==> src/rtl/noise_pkg.sv <==
// Shared definitions for the noise generator CDF table loader.
package noise_pkg;

  // Number of CDF entries written per load when not overridden.
  localparam int ENTRIES_DEFAULT = 128;

  // Loader FSM states.
  typedef enum logic [2:0] {
    IDLE      = 3'd0,
    GET_LO    = 3'd1,
    GET_HI    = 3'd2,
    WRITE     = 3'd3,
    WAIT_DONE = 3'd4,
    DONE      = 3'd5,
    ERROR     = 3'd6
  } state_e;

  // Status codes reported on err_code.
  typedef enum logic [1:0] {
    ERR_NONE    = 2'b00,
    ERR_ORDER   = 2'b01,
    ERR_TIMEOUT = 2'b10,
    ERR_ABORT   = 2'b11
  } err_code_e;

endpackage

==> src/rtl/noise_table_loader.sv <==
// Streams 64-bit CDF entries from a 32-bit host interface into the noise
// generator table, checking monotonic order and waiting for the generator
// to report that its table is ready.
module noise_table_loader
  import noise_pkg::*;
#(
  parameter int ENTRIES     = ENTRIES_DEFAULT,
  parameter int HOLD_CYCLES = 2,
  parameter int TIMEOUT     = 1024
) (
  input  logic        clk,
  input  logic        rst,
  input  logic        start,
  input  logic [31:0] cfg_data,
  input  logic        cfg_valid,
  output logic        cfg_ready,
  output logic [63:0] mem_data,
  output logic [7:0]  location,
  output logic        load_mem,
  input  logic        done_wait,
  output logic        busy,
  output logic        loaded,
  output logic        err,
  output logic [1:0]  err_code
);

  // Index needs one extra code so that the value ENTRIES is representable.
  localparam int IDX_W  = $clog2(ENTRIES + 1);
  localparam int HOLD_W = (HOLD_CYCLES > 1) ? $clog2(HOLD_CYCLES) : 1;
  localparam int TMR_W  = (TIMEOUT > 1) ? $clog2(TIMEOUT) : 1;

  localparam logic [IDX_W-1:0]  ENTRIES_L = IDX_W'(ENTRIES);
  localparam logic [HOLD_W-1:0] HOLD_LAST = HOLD_W'(HOLD_CYCLES - 1);
  localparam logic [TMR_W-1:0]  TMR_LAST  = TMR_W'(TIMEOUT - 1);

  state_e            state_q, state_d;
  logic [IDX_W-1:0]  index_q, index_d;
  logic [31:0]       entryLo_q, entryLo_d;
  logic [63:0]       memData_q, memData_d;
  logic [63:0]       prev_q, prev_d;
  logic [7:0]        location_q, location_d;
  logic [HOLD_W-1:0] hold_q, hold_d;
  logic [TMR_W-1:0]  timer_q, timer_d;
  logic              loaded_q, loaded_d;
  logic [1:0]        errCode_q, errCode_d;

  logic [63:0]       assembled;
  logic [IDX_W-1:0]  idxNext;
  logic              orderBad;
  logic              holdLast;
  logic              timerLast;
  logic              moreEntries;

  // Shared decode: the full entry on the high-word transfer, the order test
  // against the previously written entry, and the counter end conditions.
  always_comb begin
    assembled   = {cfg_data, entryLo_q};
    idxNext     = index_q + 1'b1;
    orderBad    = (index_q != '0) && (assembled < prev_q);
    holdLast    = (hold_q == HOLD_LAST);
    timerLast   = (timer_q == TMR_LAST);
    moreEntries = (idxNext < ENTRIES_L);
  end

  // State register; reset wins over everything, including a write in flight.
  always_ff @(posedge clk) begin
    if (rst) begin
      state_q <= IDLE;
    end else begin
      state_q <= state_d;
    end
  end

  // Next-state logic. A start pulse during word collection aborts the load;
  // during WRITE and WAIT_DONE it is ignored.
  always_comb begin
    state_d = state_q;
    unique case (state_q)
      IDLE, DONE, ERROR: begin
        if (start) state_d = GET_LO;
      end
      GET_LO: begin
        if (start)          state_d = ERROR;
        else if (cfg_valid) state_d = GET_HI;
      end
      GET_HI: begin
        if (start)          state_d = ERROR;
        else if (cfg_valid) state_d = orderBad ? ERROR : WRITE;
      end
      WRITE: begin
        if (holdLast) state_d = moreEntries ? GET_LO : WAIT_DONE;
      end
      WAIT_DONE: begin
        if (done_wait)      state_d = DONE;
        else if (timerLast) state_d = ERROR;
      end
      default: state_d = IDLE;
    endcase
  end

  // FSM outputs decoded purely from the current state.
  always_comb begin
    cfg_ready = (state_q == GET_LO) || (state_q == GET_HI);
    load_mem  = (state_q == WRITE);
    busy      = (state_q != IDLE) && (state_q != DONE) && (state_q != ERROR);
    err       = (state_q == ERROR);
  end

  // Datapath next values: word capture, write window timing, index and
  // previous-entry tracking, timeout counting and status codes.
  always_comb begin
    index_d    = index_q;
    entryLo_d  = entryLo_q;
    memData_d  = memData_q;
    prev_d     = prev_q;
    location_d = location_q;
    hold_d     = hold_q;
    timer_d    = timer_q;
    loaded_d   = loaded_q;
    errCode_d  = errCode_q;
    unique case (state_q)
      IDLE, DONE, ERROR: begin
        if (start) begin
          index_d   = '0;
          prev_d    = '0;
          hold_d    = '0;
          timer_d   = '0;
          loaded_d  = 1'b0;
          errCode_d = ERR_NONE;
        end
      end
      GET_LO: begin
        if (start) begin
          errCode_d = ERR_ABORT;
        end else if (cfg_valid) begin
          entryLo_d = cfg_data;
        end
      end
      GET_HI: begin
        if (start) begin
          errCode_d = ERR_ABORT;
        end else if (cfg_valid) begin
          if (orderBad) begin
            errCode_d = ERR_ORDER;
          end else begin
            memData_d  = assembled;
            location_d = 8'(index_q);
            hold_d     = '0;
          end
        end
      end
      WRITE: begin
        if (holdLast) begin
          hold_d  = '0;
          prev_d  = memData_q;
          index_d = idxNext;
          timer_d = '0;
        end else begin
          hold_d = hold_q + 1'b1;
        end
      end
      WAIT_DONE: begin
        if (done_wait) begin
          loaded_d = 1'b1;
        end else if (timerLast) begin
          errCode_d = ERR_TIMEOUT;
        end else begin
          timer_d = timer_q + 1'b1;
        end
      end
      default: begin
        errCode_d = errCode_q;
      end
    endcase
  end

  // Datapath registers, all cleared by reset.
  always_ff @(posedge clk) begin
    if (rst) begin
      index_q    <= '0;
      entryLo_q  <= '0;
      memData_q  <= '0;
      prev_q     <= '0;
      location_q <= '0;
      hold_q     <= '0;
      timer_q    <= '0;
      loaded_q   <= 1'b0;
      errCode_q  <= ERR_NONE;
    end else begin
      index_q    <= index_d;
      entryLo_q  <= entryLo_d;
      memData_q  <= memData_d;
      prev_q     <= prev_d;
      location_q <= location_d;
      hold_q     <= hold_d;
      timer_q    <= timer_d;
      loaded_q   <= loaded_d;
      errCode_q  <= errCode_d;
    end
  end

  assign mem_data = memData_q;
  assign location = location_q;
  assign loaded   = loaded_q;
  assign err_code = errCode_q;

endmodule

==> config.mk <==
export PLATFORM = sky130hd
export DESIGN_NAME = noise_table_loader
export DESIGN_NICKNAME = d
export VERILOG_FILES = /design/src/rtl/noise_pkg.sv /design/src/rtl/noise_table_loader.sv
export SDC_FILE = /design/constraint.sdc
export NUM_CORES = 1
export LEC_CHECK = 0
export ABC_AREA = 1
export CORE_AREA = 4 4 141 143
export CTS_CLUSTER_SIZE = 40
export DETAILED_ROUTE_END_ITERATION = 16
export DIE_AREA = 0 0 145 147
export PLACE_DENSITY_LB_ADDON = 0.25
export SLEW_MARGIN = 20
export SYNTH_ARGS = -nofsm -noshare
export SYNTH_HDL_FRONTEND = slang
export SYNTH_SLANG_ARGS = --single-unit
==> constraint.sdc <==
create_clock -name clk -period 2.3 [get_ports clk]
set_clock_uncertainty 0.1 [all_clocks]
set_input_delay 0.46 -clock clk [delete_from_list [all_inputs] [get_ports clk]]
set_output_delay 0.46 -clock clk [all_outputs]
set_load 0.1 [all_outputs]
# After elaboration in Yosys (flattened, before gate mapping)
# Index checks and enable logic that the tools add are counted.
dict set report classes {
  reduce_logical 21
  eq_ne 23
  bitwise_logic 2
  n_lt_le_gt_ge 2
  multipliers 0
  n_mux 38
  add_sub_neg 3
  n_shift 0
  div 0
}
# op count
set op_table {}
lappend op_table {{2-to-1 mux 64 bit} 2}
lappend op_table {{one-hot mux 64 bit (2 select lines)} 1}
lappend op_table {{< comparator 64 bit} 1}
lappend op_table {{2-to-1 mux 10 bit} 4}
lappend op_table {{2-to-1 mux 3 bit} 10}
lappend op_table {{one-hot mux 10 bit (3 select lines)} 1}
lappend op_table {{!= test 2 bit (second input constant)} 9}
lappend op_table {{!= test 3 bit (second input constant)} 6}
lappend op_table {{2-to-1 mux 8 bit} 2}
lappend op_table {{one-hot mux 8 bit (2 select lines)} 1}
lappend op_table {{one-hot mux 3 bit (5 select lines)} 1}
lappend op_table {{AND reduction 5 bit} 3}
lappend op_table {{2-to-1 mux 2 bit} 7}
lappend op_table {{adder 10 x 1 -> 10 bit (second input constant)} 1}
lappend op_table {{equality test 10 bit (second input constant)} 1}
lappend op_table {{equality test 3 bit (second input constant)} 3}
lappend op_table {{AND reduction 3 bit} 3}
lappend op_table {{nonzero test 3 bit} 3}
lappend op_table {{adder 8 x 1 -> 8 bit (second input constant)} 1}
lappend op_table {{< comparator 8 bit (second input constant)} 1}
lappend op_table {{one-hot mux 2 bit (4 select lines)} 1}
lappend op_table {{nonzero test 8 bit} 1}
lappend op_table {{AND reduction 7 bit} 1}
lappend op_table {{equality test 3 x 2 -> 1 bit (second input constant)} 2}
lappend op_table {{14 further kinds} 23}
dict set report totals {
  mem_count 0
  in_bits 37
  mem_bits_rw 0
  register_bits 193
  wordCells 99
  latchBits 0
  romBits 0
  output_inout_bits 79
}

# Logic depth before layout (Yosys ltp)
# Gate-level depths: netlist of run 1.
dict set report depth {
  ltp_word 6
  ltp_mapped 18
  mapped_depth_nobuf 18
}

# Worst setup path after synthesis of run 1
# OpenSTA, ideal clock, no wires.
dict set report synth_path {
  path_kind {register -> register}
  startpoint {reg state_q[1]}
  endpoint {reg state_q[2]}
  path_stages_with_launch 11
  t_arrival_ns 2.490
  synth_period_minus_slack_ns 2.660
  t_required_ns 2.130
  setup_ns 0.070
  slack_ns -0.360
  n_path_buf 0
  path_cell_list {dfxtp_1 > nor2_1 > inv_1 > nand2_1 > nor2_1 > inv_1 > o211ai_1 > inv_1 > nand2_1 > nand2_1 > a21oi_1}
}
dict set report synth_via {
  elab_chain_cells 4
  word_cells_on_any_way 15
  cone_classes {eq/ne (11); mux (1); reduce/logical (3)}
}
# item line_no
set synth_lines {}
lappend synth_lines {{start, declared} noise_table_loader.sv:36} ;# state_e state_q, state_d;
lappend synth_lines {{start signal, assigned} noise_table_loader.sv:70} ;# state_q <= state_d;
lappend synth_lines {{equality test 3 bit / logical NOT 3 bit (equally long branches)} noise_table_loader.sv:78} ;# unique case (state_q)
lappend synth_lines {{OR reduction 3 bit} noise_table_loader.sv:78}
lappend synth_lines {{!= test 2 bit (no line)} --}
lappend synth_lines {{AND reduction 5 bit (no line)} --}
# Parallel ways exist; a longest one is shown, timed or not.
# A chain may end at the register's enable or synchronous reset.

# Worst setup path after layout of run 1
dict set report layout_path {
  startpoint {in cfg_data[12]}
  endpoint {reg memData_q[61] (netlist: mem_data[61])}
}
dict set report layout_via {
  elab_chain_cells 4
}
# item line_no
set layout_lines {}
lappend layout_lines {{start, declared} noise_table_loader.sv:14} ;# input logic [31:0] cfg_data,
lappend layout_lines {{< comparator 64 bit} noise_table_loader.sv:59} ;# orderBad = (index_q != '0) && (assembled < prev_q);
lappend layout_lines {{logical AND 1 bit} noise_table_loader.sv:59}
lappend layout_lines {{NOT 1 bit (no line)} --}
lappend layout_lines {{AND reduction 4 bit (no line)} --}
lappend layout_lines {{end signal, assigned} noise_table_loader.sv:192} ;# memData_q <= memData_d;
lappend layout_lines {{end, declared} noise_table_loader.sv:39} ;# logic [63:0] memData_q, memData_d;
# Every way passes these cells.

==> metrics.csv, run 1 <==
metric,value,unit
hold_slack,343.0,ps
fin_crit,2421,ps
cts_max_level,4,
io_pins,116,
setup_viol,75,
total_power,16860,µW
critPathMaxFanout,11,
cts_buffer_depth,2,
cts.sinks,193,
timing.setup.tns,-5836,ps
grt_overflow,0,
timing_hold_violations_final,0,
crit_path_frequent_cell,nand4_1,
min-delay-start,cfg_data[4],
hold_path.class,primary input to register,
worstPathRequired,2570,ps
synth_mux_area_share,0,%
utilization,67.68,%
critPathSlowestCell,clkdlybuf4s50_1,
worst_r2r_startpoint,entryLo_q[5]$_SDFFE_PP0P_,
crit_start,cfg_data[12],
worstSkewPairLatency,440,ps
die_height,147,µm
core_region_area,0.01858,mm²
dr.pass1.iters,5,
start_util,50.38,%
synth_area,0.009360,mm²
drive_gt1_share,32.26,%
crit_buf_inv,3,
antenna_left,0,
fin_nets,1426,
arrival,2690,ps
grt_max_degree,81,
relSlewSlack,60.82,%
dieArea,0.02132,mm²
dp_cells,1520,
cap_violations,0,
antenna_found_initial,1,
worst_hold_path.num_cells,4,
crit_chain,"clkdlybuf4s50_1, ha_1, nand2_1, nor2_2, nand4_1, nor3_2, nand2_2, nand2_4, buf_6, buf_8, nand4_1, a21oi_2",
numCtsBuffers,17,
worstSetupPathType,primary input to register,
grt_pass1_vias,8183,
syn_avg_cell_area,8.146,µm²
std_cell_rows,50,
start_kind,primary input,
synthAdderAreaFrac,8.822,%
rr_worst_depth,16,
vdd_drop_max,1.648,mV
cts.clk_slew.worst_paths,70,ps
syn_inst,1149,
fmax,413.1,MHz
synth_compound_area_share,18.63,%
cp_slowest_stage_delay,470,ps
synth_xor_area_share,0.2807,%
ys_seq_elements,193,
ys_warn_count,0,
worstSetupEndpointType,register,
yosys.cell_types.count,41,
slew_viol_final,0,
grt_usage,23.75,%
status,"complete, but fails checks",
wirelength,27.41,mm
drc_errors,0,
place_congestion,0.8458,
grt_pass1_wl,41.84,mm
mappedNetlistNets,1252,
cpLargestDelayFamily,simple AND/OR/NAND/NOR gates,
cts_tree,built,
drtIter0Drc,681,
port_buffers,115,
rsz0062_at_grt,yes,
area_growth,34.34,%
num_vias,8748,
post_drt_wl_per_cell,17.45,µm
violations,negative setup slack,
tightestPinTransition,587.7,ps
p_per_area,1341,mW/mm²
vias_per_cell,5.568,
dpl.hpwl,17.61,mm
yosys.area_share.simple,21.64,%
die_w,145,µm
cp.depth,12,
synth_top_family_by_area,simple AND/OR/NAND/NOR gates,
layout_setup_ws,-120.7,ps
cts-root-buf,clkbuf_16,
fin_cells,1571,
nFillCells,1468,
yosysSeqAreaShare,41.28,%
fin_crit_sh,105.2,%
leakage,0.005149,µW
Yosys cell counts, drive strengths merged:
library cell	n	area share (%)
a211oi	66	8.3
a21o	1	0.080
a21oi	121	6.5
a221oi	1	0.094
a311oi	1	0.16
a31o	1	0.094
a31oi	1	0.067
buf	37	3.3
clkbuf	33	1.3
clkinv	1	0.053
dfxtp	193	41
ha	66	8.8
inv	115	4.7
nand2	169	6.9
nand3	20	1.2
nand4	80	5.3
nor2	169	7.4
nor3	7	0.37
nor3b	2	0.21
o211ai	3	0.24
o21a	1	0.080
o21ai	55	3.1
or2	3	0.23
xnor2	2	0.19
xor2	1	0.094
final timing paths:
check	endpoint	slack [ps]
min	entryLo_q[4]$_SDFFE_PP0P_	340
max	mem_data[61]$_SDFFE_PP0P_	-120
min reg2reg	location[6]$_SDFFE_PP0P_	370
max reg2reg	mem_data[60]$_SDFFE_PP0P_	-110
kinds of logic after synthesis:
family | after synthesis
buffers and inverters | 186
AND/OR/NAND/NOR | 450
XOR/XNOR | 3
adder cells (fa/ha/maj) | 66
AO/OA/AOI/OAI | 251
flip-flops | 193
power by group:
| group | switching [µW] | internal (µW) |
|---|---|---|
| registers | 326 | 4120 |
| logic | 5740 | 3580 |
| clock network | 1330 | 1770 |
| total | 7400 | 9460 |
state kept, by name, indices dropped and copies added, names as in the netlist:
signal / count
entryLo_q: 32
err_code: 2
holdLast: 1
index_q: 8
loaded: 1
location: 8
mem_data: 64
prev_q: 64
state_q: 3
timer_q: 10
layer usage:
| layer | GRT usage (%) | vias to the layer above | wire length, µm |
|---|---|---|---|
| li1 | - | 4263 | - |
| met1 | 31.97 | 4162 | 12530 |
| met2 | 38.90 | 285 | 12830 |
| met3 | 4.781 | 38 | 1565 |
| met4 | 7.078 | 0 | 493 |
| met5 | 0 | - | 0 |
metrics by stage:
stage	area (µm²)	setup WS [ps]
floorplan	9368	4.756
global placement	11120	-621.4
detailed placement	11120	-677.2
CTS	11950	-42.54
global route	12570	-234.8
finish	12570	-120.7
worst reg2reg max path: stages (launching register included):
cell and delay [ps]:
dfxtp_1 430, ha_4 240, a21oi_2 110, nor2_1 70
nor3_2 200, nand2_2 90, nand2_1 60, nand2_1 80
nand2_2 80, nand2_2 70, nand2_2 100, nand2_4 80
nand3_4 80, buf_12 160, buf_6 150, nand2_1 60
a21oi_1 150
what timing repair did:
item,4_1_cts,5_1_grt
hold buffers,0,0
gates resized for setup,63,115
buffers inserted,6,4
cloned,1,9
setup endpoints to repair,76,80
endpoints found under the hold margin,0,0
pin swaps,41,35
area by class of cell:
cell class,instances,area [µm²],share of cell area (%)
multi-input combinational,770,5127,40.78
sequential,193,3871,30.79
timing repair buffer,225,2227,17.71
clock buffer,19,452.9,3.602
inverter,116,441.7,3.512
tap,234,292.8,2.328
clock inverter,13,158.9,1.264
antenna,1,2.502,0.01990
cell usage in the layout (no fill, tap or decap), types with 8 or more instances in the layout:
cell type        count
dfxtp_1            187
buf_4              150
nor2_1             145
inv_1              106
a21oi_1            104
nand2_1            100
nand4_1             80
nand2_2             57
a211oi_2            56
ha_1                55
o21ai_0             48
clkbuf_16           24
buf_12              24
dlygate4sd2_1       20
nor2_2              18
a21oi_2             17
nand3_1             15
nand2_4             12
ha_4                11
a211oi_1            10
clkdlybuf4s50_1     10
inv_2                8
(Power assumes the default switching activity.)
==> run 2: changes to the inputs <==
--- a/config.mk
+++ b/config.mk
@@ -11,7 +11,6 @@
 export DETAILED_ROUTE_END_ITERATION = 16
 export DIE_AREA = 0 0 145 147
 export PLACE_DENSITY_LB_ADDON = 0.25
-export SLEW_MARGIN = 20
 export SYNTH_ARGS = -nofsm -noshare
 export SYNTH_HDL_FRONTEND = slang
 export SYNTH_SLANG_ARGS = --single-unit
==> results of run 2 <==
Final layout, timing and power as in run 1 (identical DEF).
